## src/rtl/seg7_byte_display.sv

```systemverilog
// Output-port stage: latches the byte written to OUT_ADDR and shows it on one 7-segment digit
// as high nibble / low nibble / blank, dp = halt. Define SEG7_HALT_BLINK_EN to blink dp on halt.
module seg7_byte_display #(
    parameter logic [4:0]  OUT_ADDR     = 5'h1F,
    parameter int unsigned DWELL_CYCLES = 5_000_000,
    parameter int unsigned GAP_CYCLES   = 1_000_000,
    parameter int unsigned BLINK_CYCLES = 2_500_000
) (
    input  logic       clk,
    input  logic       rst,
    input  logic       we,
    input  logic [4:0] addr,
    input  logic [7:0] wdata,
    input  logic       halt,
    output logic [7:0] seg_out
);

    localparam int unsigned MAX_CYCLES = (DWELL_CYCLES > GAP_CYCLES) ? DWELL_CYCLES : GAP_CYCLES;
    localparam int unsigned CW         = $clog2(MAX_CYCLES);

    if (DWELL_CYCLES < 2 || GAP_CYCLES < 1 || BLINK_CYCLES < 1) begin : g_bad_params
        $error("seg7_byte_display: invalid cycle parameters");
    end

    typedef enum logic [1:0] {StIdle, StShowHi, StShowLo, StGap} state_e;

    state_e        state_q, state_d;
    logic [CW-1:0] cnt_q, cnt_d;
    logic [7:0]    data_q, data_d;
    logic [6:0]    seg_d;
    logic          dp_d;
    logic          capture;

    function automatic logic [6:0] hex_to_seg(input logic [3:0] v);
        logic [6:0] s;
        case (v)
            4'h0: s = 7'h3F;
            4'h1: s = 7'h06;
            4'h2: s = 7'h5B;
            4'h3: s = 7'h4F;
            4'h4: s = 7'h66;
            4'h5: s = 7'h6D;
            4'h6: s = 7'h7D;
            4'h7: s = 7'h07;
            4'h8: s = 7'h7F;
            4'h9: s = 7'h6F;
            4'hA: s = 7'h77;
            4'hB: s = 7'h7C;
            4'hC: s = 7'h39;
            4'hD: s = 7'h5E;
            4'hE: s = 7'h79;
            default: s = 7'h71;
        endcase
        return s;
    endfunction

    assign capture = we && (addr == OUT_ADDR);

    always_comb begin
        state_d = state_q;
        cnt_d   = cnt_q;
        data_d  = data_q;
        if (capture) begin
            // A capture overrides any phase end on the same edge.
            state_d = StShowHi;
            cnt_d   = '0;
            data_d  = wdata;
        end else begin
            case (state_q)
                StShowHi: begin
                    if (cnt_q == CW'(DWELL_CYCLES - 1)) begin
                        state_d = StShowLo;
                        cnt_d   = '0;
                    end else begin
                        cnt_d = cnt_q + 1'b1;
                    end
                end
                StShowLo: begin
                    if (cnt_q == CW'(DWELL_CYCLES - 1)) begin
                        state_d = StGap;
                        cnt_d   = '0;
                    end else begin
                        cnt_d = cnt_q + 1'b1;
                    end
                end
                StGap: begin
                    if (cnt_q == CW'(GAP_CYCLES - 1)) begin
                        state_d = StShowHi;
                        cnt_d   = '0;
                    end else begin
                        cnt_d = cnt_q + 1'b1;
                    end
                end
                default: ;
            endcase
        end
    end

    // Segments are registered from next-state values so a capture is visible one edge later.
    always_comb begin
        seg_d = 7'h00;
        case (state_d)
            StShowHi: seg_d = hex_to_seg(data_d[7:4]);
            StShowLo: seg_d = hex_to_seg(data_d[3:0]);
            default:  seg_d = 7'h00;
        endcase
    end

`ifdef SEG7_HALT_BLINK_EN
    localparam int unsigned BW = (BLINK_CYCLES > 2) ? $clog2(BLINK_CYCLES) : 1;

    logic          halt_q;
    logic [BW-1:0] blink_cnt_q, blink_cnt_d;

    always_comb begin
        dp_d        = seg_out[7];
        blink_cnt_d = blink_cnt_q;
        if (!halt) begin
            dp_d        = 1'b0;
            blink_cnt_d = '0;
        end else if (!halt_q) begin
            dp_d        = 1'b1;
            blink_cnt_d = '0;
        end else if (blink_cnt_q == BW'(BLINK_CYCLES - 1)) begin
            dp_d        = ~seg_out[7];
            blink_cnt_d = '0;
        end else begin
            blink_cnt_d = blink_cnt_q + 1'b1;
        end
    end

    always_ff @(posedge clk or posedge rst) begin
        if (rst) begin
            halt_q      <= 1'b0;
            blink_cnt_q <= '0;
        end else begin
            halt_q      <= halt;
            blink_cnt_q <= blink_cnt_d;
        end
    end
`else
    assign dp_d = halt;
`endif

    always_ff @(posedge clk or posedge rst) begin
        if (rst) begin
            state_q <= StIdle;
            cnt_q   <= '0;
            data_q  <= 8'h00;
            seg_out <= 8'h00;
        end else begin
            state_q <= state_d;
            cnt_q   <= cnt_d;
            data_q  <= data_d;
            seg_out <= {dp_d, seg_d};
        end
    end

endmodule

```

## config.mk

```make
export PLATFORM = sky130hd
export DESIGN_NAME = seg7_byte_display
export DESIGN_NICKNAME = d
export VERILOG_FILES = /design/src/rtl/seg7_byte_display.sv
export SDC_FILE = /design/constraint.sdc
export NUM_CORES = 1
export LEC_CHECK = 0
export ABC_AREA = 0
export BUFFER_PORTS_ARGS = -buffer_cell sky130_fd_sc_hd__buf_2
export CAP_MARGIN = 30
export CORE_MARGIN = 3
export CORE_UTILIZATION = 60
export DETAILED_ROUTE_END_ITERATION = 8
export PLACE_DENSITY = 0.8
export SLEW_MARGIN = 20
export SYNTH_ARGS = -nofsm -noshare
export SYNTH_HDL_FRONTEND = slang
export SYNTH_SLANG_ARGS = --single-unit
```

## constraint.sdc

```tcl
create_clock -name clk -period 5.4 [get_ports clk]
set_input_delay 0.54 -clock clk [delete_from_list [all_inputs] [get_ports clk]]
set_output_delay 0.54 -clock clk [all_outputs]
set_load 0.005 [all_outputs]
```

# Yosys cells after proc, flatten, opt, wreduce, memory -nomap -nowiden
# Memories as Yosys holds them, arrays and structs flattened.
# Index checks and enable logic that the tools add are counted.
[totals] register_bits=41 mem_bits_ro=224 inputBits=17 output_inout_bits=8 elab_cells=29 mem_count=2
[memory_table] memory="(name not given)" depth=16 width=7 rd=1 rd_clocked_by_memory_dff=0 wr=0 line_no="36" text="case (v)"
[memory_table] memory="(name not given)" depth=16 width=7 rd=1 rd_clocked_by_memory_dff=0 wr=0 line_no="36"
[op_classes] n_addsub=1 eq_ne=8 n_mux=11 reduce_logical=3
[ops] cell="$mux 23" count=3
[ops] cell="$pmux 23 s2" count=1
[ops] cell="$add 23x1->23 const B" count=1
[ops] cell="$eq 23x20->1 const B" count=1
[ops] cell="$eq 23x23->1 const B" count=1
[ops] cell="$pmux 7 s2" count=1
[ops] cell="$mux 2" count=4
[ops] cell="$mux 8" count=1
[ops] cell="$eq 2x2->1 const B" count=3
[ops] cell="$pmux 2 s3" count=1
[ops] cell="$eq 5x5->1 const B" count=1
[ops] cell="$eq 2x1->1 const B" count=2
[ops] cell="$reduce_bool 3->1" count=1
[ops] cell="$reduce_or 2->1" count=1
[ops] cell="$logic_and 1x1->1" count=1

# Depth between registers and ports, before layout
[logic_depth] word_depth=6 ltp_mapped=13 depth_no_buf=11

# Worst setup path after synthesis
# No wires, ideal clock.
[synth_timing] kind="input port to flip-flop" start="input addr[3]" end="register seg_out[3]" setup_time_ps=82 t_arrival_ps=2685 required_time_ps=5318 slack_ps=2633 cell_stages=12 n_path_buf=2 path_cell_list="and4_1 > clkbuf_1 > nand2_1 > clkbuf_1 > mux2i_1 > inv_1 > ha_1 > inv_1 > nor2_1 > a2111oi_0 > o21ai_0 > a31oi_1"
[synth_via] elab_chain_len=5 elab_cells_between_ends=9 cone_classes="eq/ne: 3; mux: 3; reduce/logical: 1; memory: 2"
[synth_lines] item="from (decl)" line_no="12" text="input logic [4:0] addr,"
[synth_lines] item="$eq 5x5->1" line_no="57" text="assign capture = we && (addr == OUT_ADDR);"
[synth_lines] item="$logic_and 1x1->1" line_no="57"
[synth_lines] item="$mux 8" line_no="63" text="if (capture) begin"
[synth_lines] item="net data_d[0]" line_no="29" text="logic [7:0] data_q, data_d;"
[synth_lines] item="$mem_v2 16x7"
[synth_lines] item="$pmux 7 s2" line_no="102" text="case (state_d)"
[synth_lines] item="net seg_d[3]" line_no="30" text="logic [6:0] seg_d;"
[synth_lines] item="to (signal assigned)" line_no="155" text="seg_out <= {dp_d, seg_d};"
[synth_lines] item="to (decl)" line_no="15" text="output logic [7:0] seg_out"
# The timed path passes the listed nets, and every way through them passes these cells.
# A chain may end at the register's enable or synchronous reset.

# Worst setup path in the final report
# Ends and elaborated chain as after synthesis.

==> flow_summary_export.csv <==
group,metric,value,unit
cts,clk_pin_slew,90,ps
cts,h-tree-depth,2,
grt,grt_pass1_vias,2575,
timing,relSlewSlack,46.5,%
cts,cts.sinks,41,
synth,synth.distinct_cells,56,
power_and_ir_drop,p_leak,1.43,nW
worst_hold_path,hold_class,"in2async",
synth,synth_edf_count,0,
synth,postSynthCellCount,334,
routing,via_count,2657,
routing,routedWlPerCell,18.3,microns
cts,hold_buffers,0,
timing,fmax,0.302,GHz
cts,post_cts_resized,0,
synth,yosys-top-cells-area,"dfrtp_1 (35%), ha_1 (7.3%), nor2_1 (4.0%)",
final_layout,nets,388,
routing,vias_per_cell,6.53,
synth,avgSynthCellArea,8.71,sq um
synth,yosys.area_share.adder,7.31,%
cts,clk_path_buf_depth,2,
synth,synthMuxAreaShare,2.24,%
run_status,run_status,"finished, final reports clean",
synth,synth_top_area_share,35.3,%
timing,worstMarginPinSlew,800,ps
cts,clk_latency,300,ps
synth,synth_top_family_by_area,"simple AND/OR/NAND/NOR gates",
grt,grt_overflow_total,0,
setup_path,worst_setup_path_end_kind,"flip-flop",
timing,period_needed,3310,ps
cts,cts_tree,"done",
flow_run,drv_cap,0,
synth,synth_compound_area_share,17.9,%
grt,grt_pass1_wl,12100,microns
setup_path,worstSetupStartpointType,"primary input",
setup_path,r2r-end,"seg_out[6]",
placed_design,place_area,3050,sq um
routing,drt-total-wl,7460,microns
synth,synth_fp_nets,368,
cts,numCtsBuffers,5,
timing,totalNegativeSetupSlack,0,ps
final_layout,diodes,0,
setup_path,worstSetupPathType,"in2reg",
synth,ys.warnings.count,0,
final_layout,design_area,3160,sq um
setup_path,r2r_cells,9,
floorplanning,top_level_ports,25,
floorplanning,num_rows,24,
placed_design,io_buffers,24,
grt,grt_max_degree,34,
routing,firstDrtPassIters,4,
setup_path,reg2reg_from,"cnt_q[15]",
routing,drtIter0Drc,172,
floorplanning,die-height,75.6,microns
synth,ys_ff_latch,41,
power_and_ir_drop,power_density,300,nW/um^2
routing,ant_nets,0,
timing,rsz0062_at_grt,"false",
floorplanning,core,4500,sq um
timing,drv_slew,0,
cts,post_cts_buffers,0,
cts,cts_root_buf,"clkbuf_8",
floorplanning,die_area,5720,sq um
synth,synthXorXnorAreaFrac,5.42,%
final_layout,layout_common_cells,"dfrtp_1 (41), nor2_1 (31), nand2_1 (24), buf_2 (24), inv_1 (19)",
grt,grt_usage,27.6,%
final_layout,area_growth,8.68,%
setup_path,critPathRequiredTime,5630,ps
synth,netlist_area,2910,sq um
setup_path,rrSetupSlack,2300,ps
placed_design,place.gp.congestion,0.899,
synth,yosysTopAreaCell,"dfrtp_1",
timing,hold_viol,0,
timing,skew,9.67,ps
setup_path,startpoint,"addr[3]",
final_layout,drive_above_1_share,13.0,%
synth,ys_async_sr_fraction,100,%
setup_path,crit_path_end,"seg_out[3]",
final_layout,layout_commonest_cell,"dfrtp_1",
setup_path,crit_arrival,3540,ps
synth,synth-seq-area-share,35.3,%
synth,synth_top_flop_cell,"dfrtp_1",
timing,setup_viol,0,
power_and_ir_drop,vdd_drop_max,0.159,mV
synth,synth-simple-area-share,26.7,%
timing,timing.final.crit_share,61.2,%
grt,antenna_found_initial,0,
setup_path,crit_path_max_fanout,14,
placed_design,place.detailed.hpwl,5420,microns
floorplanning,die_w,75.6,microns
routing,drc_errors,0,
floorplanning,start_util,64.6,%
-- kinds of logic after synthesis --
kind of cell / count (synthesis)
xor+xnor: 18
compound gates: 77
flops: 41
mux: 6
buf+inv: 34
fa+ha+maj: 17
simple gates: 141
-- registers in the layout (all words and copies together), names as in the netlist --
signal	count
cnt_q	23
data_q	8
seg_out	8
state_q	2
-- layout make-up --
type	count	area (sq um)
clock inverter	3	46.3
multi-input combinational	259	1740
tap	52	65.1
sequential	41	1030
fill	355	1340
inverter	19	71.3
timing repair buffer	28	150
clock buffer	5	68.8
-- worst max-delay path: stages --
cell and delay [ps]:
buf_2 90, nand4_1 490, nor2_1 820, mux2_2 480
ha_1 220, inv_1 80, nor2_1 40, a2111oi_0 420
o21ai_0 200, a31oi_1 150
-- worst min-delay path by stage --
stage	from	to	slack [ps]	cells after the start
floorplan	cnt_q[1]	cnt_q[1]	490	2
finish	rst	seg_out[0]	190	2
global placement	rst	seg_out[4]	510	2
CTS	rst	seg_out[0]	190	2
detailed placement	rst	data_q[6]	520	2
global route	rst	seg_out[4]	200	2
-- cells in the mapped netlist, drive strengths merged, types with 3 or more instances --
library cell and n:
and2 8, clkbuf 9, xnor2 7, nand3 15, ha 17, inv 19
nand2 25, or3 4, o221ai 3, o22ai 3, nand2b 5, nand4b 3
nor2 31, o31ai 3, a311oi 3, nor4b 3, and3 6, a21boi 3
mux2 4, buf 6, nor3 8, a21oi 16, a21o 5, dfrtp 41
a211oi 3, xor2 11, o21ai 17, nor4 6, o211ai 4, nand4 12
and4 7
-- power by group --
group | leakage, nW | total (W) | switching (W) | internal, W
Sequential | 0.551 | 0.000378 | 0.0000382 | 0.000340
Clock | 0.0543 | 0.000260 | 0.000122 | 0.000139
Combinational | 0.826 | 0.000311 | 0.000189 | 0.000122
Total | 1.43 | 0.000949 | 0.000349 | 0.000600
-- metrics by stage --
step | utilization [%] | setup WS, ps | hold WS, ps | total power (W) | cells
after detailed placement | 67.7 | 1880 | 517 | 0.000688 | 399
after global routing | 70.2 | 1820 | 203 | 0.00100 | 407
after global placement | 67.7 | 1940 | 505 | 0.000684 | 399
final | 70.2 | 2090 | 186 | 0.000949 | 407
after CTS | 70.2 | 2200 | 189 | 0.000948 | 407
after floorplan | - | 2630 | 489 | 0.000597 | 334
-- layer usage --
| metal | vias up | part of all wire [%] | global-route usage [%] |
|---|---|---|---|
| li1 | 1260 | - | - |
| met1 | 1234 | 42 | 35.2 |
| met2 | 139 | 49 | 46.0 |
| met3 | 24 | 6.6 | 5.01 |
| met4 | 0 | 2.8 | 11.5 |
| met5 | - | 0 | 0 |
Note: power is estimated with default switching activity, not from simulation.
